==> config.mk <==
export PLATFORM = sky130hd
export DESIGN_NAME = ram_arbiter
export DESIGN_NICKNAME = d
export VERILOG_FILES = /design/src/rtl/ram_arbiter.sv
export SDC_FILE = /design/constraint.sdc
export NUM_CORES = 1
export LEC_CHECK = 0
export BUFFER_PORTS_ARGS = -buffer_cell sky130_fd_sc_hd__buf_4
export CAP_MARGIN = 30
export CORE_AREA = 2 2 172 174
export DETAILED_ROUTE_END_ITERATION = 16
export DIE_AREA = 0 0 174 176
export MAX_ROUTING_LAYER = met4
export SKIP_LAST_GASP = 1
export SLEW_MARGIN = 20
export SYNTH_ARGS = -nofsm -noshare
export SYNTH_HDL_FRONTEND = slang
export SYNTH_SLANG_ARGS = --single-unit
==> constraint.sdc <==
create_clock -name clk -period 9 [get_ports clk]
set_input_delay 1.35 -clock clk [delete_from_list [all_inputs] [get_ports clk]]
set_output_delay 1.35 -clock clk [all_outputs]
set_load 0.1 [all_outputs]
==> src/rtl/ram_arbiter.sv <==
// ram_arbiter
//   Two-requester round-robin arbiter in front of a single shared RAM
//   line interface. Requests that arrive while a transaction is in
//   flight wait for the next IDLE cycle. Only one request is ever
//   outstanding on the RAM side.
//
// Optional feature:
//   ARB_TIMEOUT_EN - adds a watchdog on the ISSUE state. The RAM gets
//                    TIMEOUT_CYCLES cycles to answer. If it does not,
//                    the requester is acked with zero data and
//                    timeout_err is set. timeout_err stays set until
//                    reset.
//
// Ports
//   clk, reset                 clock, asynchronous active-high reset
//   rN_avalid/rnw/addr/wdata   requester N line request (N = 0, 1)
//   rN_rdata, rN_ack           fill data and one-cycle completion pulse
//   m_avalid/rnw/addr/wdata    registered request toward the RAM
//   m_rdata, m_ack             RAM fill data and completion pulse
//   grant                      current/last granted requester
//   busy                       arbiter not idle
//   timeout_err                sticky watchdog flag (0 without ARB_TIMEOUT_EN)
module ram_arbiter #(
  parameter int RAM_ADDR_SIZE  = 13,
  parameter int LINE_WIDTH     = 64,
  parameter int TIMEOUT_CYCLES = 255
) (
  input  logic                     clk,
  input  logic                     reset,
  input  logic                     r0_avalid,
  input  logic                     r0_rnw,
  input  logic [RAM_ADDR_SIZE-1:0] r0_addr,
  input  logic [LINE_WIDTH-1:0]    r0_wdata,
  output logic [LINE_WIDTH-1:0]    r0_rdata,
  output logic                     r0_ack,
  input  logic                     r1_avalid,
  input  logic                     r1_rnw,
  input  logic [RAM_ADDR_SIZE-1:0] r1_addr,
  input  logic [LINE_WIDTH-1:0]    r1_wdata,
  output logic [LINE_WIDTH-1:0]    r1_rdata,
  output logic                     r1_ack,
  output logic                     m_avalid,
  output logic                     m_rnw,
  output logic [RAM_ADDR_SIZE-1:0] m_addr,
  output logic [LINE_WIDTH-1:0]    m_wdata,
  input  logic [LINE_WIDTH-1:0]    m_rdata,
  input  logic                     m_ack,
  output logic                     grant,
  output logic                     busy,
  output logic                     timeout_err
);

  typedef enum logic [1:0] {IDLE, ISSUE, DONE} state_t;

  state_t state, state_next;
  logic   pick;
  logic   start;
  logic   finish;
  logic   expire;
  logic   timeout_hit;

  // State register. Reset drops straight to IDLE, even in the middle of a
  // RAM transaction, so m_avalid and busy fall without waiting for a clock.
  always_ff @(posedge clk or posedge reset) begin
    if (reset) state <= IDLE;
    else       state <= state_next;
  end

  // Next-state and arbitration decision. On a tie, the requester that was
  // not granted last time wins. In ISSUE the requests are not looked at,
  // so the other requester cannot disturb a transaction in flight. DONE
  // always returns to IDLE. That extra cycle stops a requester that is
  // still holding avalid during its ack cycle from being granted again.
  always_comb begin
    state_next = state;
    pick       = grant;
    start      = 1'b0;
    finish     = 1'b0;
    expire     = 1'b0;
    case (state)
      IDLE: begin
        if (r0_avalid && r1_avalid) begin
          pick  = ~grant;
          start = 1'b1;
        end else if (r0_avalid) begin
          pick  = 1'b0;
          start = 1'b1;
        end else if (r1_avalid) begin
          pick  = 1'b1;
          start = 1'b1;
        end
        if (start) state_next = ISSUE;
      end
      ISSUE: begin
        if (m_ack) begin
          finish     = 1'b1;
          state_next = DONE;
        end else if (timeout_hit) begin
          expire     = 1'b1;
          state_next = DONE;
        end
      end
      DONE:    state_next = IDLE;
      default: state_next = IDLE;
    endcase
  end

  // Request latch, grant pointer, and completion toward the requesters.
  // The m_* copy is taken once, when the request is granted, and is not
  // updated again until the next grant. A write completion leaves the
  // requester's rdata unchanged. A watchdog expiry returns zero data.
  always_ff @(posedge clk or posedge reset) begin
    if (reset) begin
      grant    <= 1'b1;
      m_rnw    <= 1'b1;
      m_addr   <= '0;
      m_wdata  <= '0;
      r0_ack   <= 1'b0;
      r1_ack   <= 1'b0;
      r0_rdata <= '0;
      r1_rdata <= '0;
    end else begin
      r0_ack <= 1'b0;
      r1_ack <= 1'b0;
      if (start) begin
        grant   <= pick;
        m_rnw   <= pick ? r1_rnw   : r0_rnw;
        m_addr  <= pick ? r1_addr  : r0_addr;
        m_wdata <= pick ? r1_wdata : r0_wdata;
      end
      if (finish || expire) begin
        if (grant) r1_ack <= 1'b1;
        else       r0_ack <= 1'b1;
      end
      if (finish && m_rnw) begin
        if (grant) r1_rdata <= m_rdata;
        else       r0_rdata <= m_rdata;
      end
      if (expire) begin
        if (grant) r1_rdata <= '0;
        else       r0_rdata <= '0;
      end
    end
  end

`ifdef ARB_TIMEOUT_EN
  localparam int CNT_W = ($clog2(TIMEOUT_CYCLES + 1) > 8) ? $clog2(TIMEOUT_CYCLES + 1) : 8;

  logic [CNT_W-1:0] issue_cnt;

  // The watchdog counts the cycles spent in ISSUE. It restarts on every
  // grant. The expiry cycle is the last of TIMEOUT_CYCLES ISSUE cycles.
  // If m_ack arrives in that same cycle, m_ack wins (see the ISSUE branch).
  assign timeout_hit = (issue_cnt == CNT_W'(TIMEOUT_CYCLES - 1));

  always_ff @(posedge clk or posedge reset) begin
    if (reset) begin
      issue_cnt   <= '0;
      timeout_err <= 1'b0;
    end else begin
      if (start)                issue_cnt <= '0;
      else if (state == ISSUE)  issue_cnt <= issue_cnt + 1'b1;
      if (expire)               timeout_err <= 1'b1;
    end
  end
`else
  assign timeout_hit = 1'b0;
  assign timeout_err = 1'b0;
`endif

  assign m_avalid = (state == ISSUE);
  assign busy     = (state != IDLE);

endmodule
==> qor.yml <==
synthesis.nets: 989
vias: 8080
hold_depth: 1
nFillCells: 2645
fmax_mhz: 297
fp.dieW_um: 174
drv_cap: 0
rows: 62
cts_sinks: 211
most-common-layout-cells: "buf_4, dfrtp_1, o211ai_1"
min_period_ns: 3.36
final_common_cell: "buf_4"
ys_types: 29
hp-start: "r0_rdata[57]"
layout-drive-gt1-share_pct: 53.9
grt_max_degree: 132
hold_viol_final: 0
cts_setup_buffers: 0
hold_path_class: "register to register"
hold_end: "r0_rdata[57]"
ant_nets: 0
tritoncts: "built"
viasPerCell: 5.22
path_cells: "nor2b_1 > buf_4"
worstPathMaxFanout: 7
drt_iter0_markers: 491
wl_per_cell_um: 20.9
path_buf_inv: 1
cts_hold_buf: 0
nets: 1372
antenna_found_initial: 1
fin_skew_ns: 0.0121
cts_resized: 0
grt_overflow: 0
grtUsageTotal_pct: 20.9
finalSetupViolCount: 0
die-area_um2: 30600
grt_pass1_vias: 8357
crit_type: "register to output pin"
syn_area_um2: 9430
clk_pin_slew_ns: 0.06
ioPinCount: 437
avgSynthCellArea_um2: 12.3
ys_ff_latch: 211
cp_slowest_cell: "dfrtp_1"
cts_max_path_buffers: 3
grt_pass1_wl_um: 49500
cp-start-kind: "register"
portBuffers: 435
routabilityCongestion: 0.798
crit_path_end_kind: "output pin"
status: "completed"
r2r_cells: 5
drc: 0
rrSetupSlack_ns: 6.04
multi_input_comb_area_um2: 3710
drt_wl_total_um: 32400
numCtsBuffers: 24
tightest_slew_ns: 0.970
finalCritPeriodShare_pct: 37.4
root_buffer: "clkbuf_16"
initial_core_util_pct: 33.0
slew_violations: 0
required_ns: 7.65
timing.rr.start: "state[1]"
slowest_delay_ns: 0.62
area.growth.synth_to_final_pct: 46.5
rsz0062_at_grt: "no"
crit_arrival_ns: 2.01
synth_cells: 764
finalSetupTns_ns: 0
post-dp-hpwl_um: 21700
seq_area_frac_synth_pct: 56.0
synth.yosys.warnings: 0
slew_headroom_pct: 35.3
core_area_um2: 28500
drt-pass1-iter-count: 4
reg2reg_to: "m_wdata[55]"
critical-path-top-delay-family: "flip-flops"
die_height_um: 176
worstSkewPairLatency_ns: 0.52
seq_area_um2: 5280
htreeDepth: 1
==> through the flow <==
step | instance area, um2 | utilization, % | setup WS, ns | hold WS [ns] | cells
2_1_floorplan | 9430 | - | 1.89 | 0.768 | 764
3_3_place_gp | 12900 | 45.0 | 5.27 | 0.471 | 1502
3_5_place_dp | 12900 | 45.1 | 5.21 | 0.478 | 1503
4_1_cts | 13800 | 48.2 | 5.60 | 0.493 | 1546
5_1_grt | 13800 | 48.4 | 5.48 | 0.508 | 1549
6_report | 13800 | 48.4 | 5.64 | 0.489 | 1549
==> cells by family after synthesis <==
logic type	Yosys count	share of synthesized area [%]
muxes	128	15.3
and+or+nand+nor	13	1.25
buffers and inverters	97	5.07
AOI/OAI and AO/OA	314	22.3
other	1	0.0398
DFF	211	56.0
==> state kept, by name (all words and copies together) (netlist names), named ones only <==
| name | flops |
|---|---|
| r1_ack | 1 |
| m_addr | 13 |
| m_rnw | 1 |
| r1_rdata | 64 |
| state | 2 |
| r0_ack | 1 |
| r0_rdata | 64 |
| m_wdata | 64 |
==> how the worst max path moves through the flow <==
| stage | startpoint | endpoint | slack [ns] | cells after the start |
|---|---|---|---|---|
| 2_1_floorplan | reset | m_addr[0] | 1.89 | 1 |
| 3_3_place_gp | r0_avalid | m_wdata[27] | 5.27 | 6 |
| 4_1_cts | state[0] | m_avalid | 5.60 | 2 |
| 6_report | state[0] | m_avalid | 5.64 | 2 |
| 5_1_grt | state[0] | m_avalid | 5.48 | 2 |
| 3_5_place_dp | r0_avalid | m_wdata[55] | 5.21 | 6 |
==> routing by layer <==
metal	global-route usage, %	routed length, um	vias to the layer above
li1	-	-	3717
met1	26.0	13200	3968
met2	34.0	15700	349
met3	5.81	2800	46
met4	5.15	732	0
met5	-	0	-
==> Yosys cell counts, drive strengths merged <==
library cell | number | area (um2)
nand4bb | 1 | 11.3
or4b | 1 | 10.0
a21o | 1 | 7.51
or2 | 1 | 6.26
buf | 40 | 263
clkbuf | 53 | 200
mux2 | 128 | 1440
nor2 | 1 | 3.75
and2 | 2 | 12.5
and3 | 2 | 12.5
nand4 | 1 | 21.3
nor3b | 2 | 25.0
a21oi | 78 | 390
o211ai | 156 | 1220
conb | 1 | 3.75
dfrtp | 209 | 5230
nor2b | 1 | 6.26
inv | 4 | 15.0
a31oi | 78 | 488
dfstp | 2 | 52.6
o21ai | 1 | 5.00
and4 | 1 | 8.76
==> layout make-up <==
class,instances,area share (%)
inverter,4,0.163
tap,384,3.48
sequential,211,38.2
timing repair buffer,450,24.8
antenna,1,0.0181
clock buffer,33,5.11
multi-input combinational,456,26.9
clock inverter,10,1.30
Power is not shown: default switching activity piles up to over one toggle a cycle in this logic, so the estimate is an artifact.
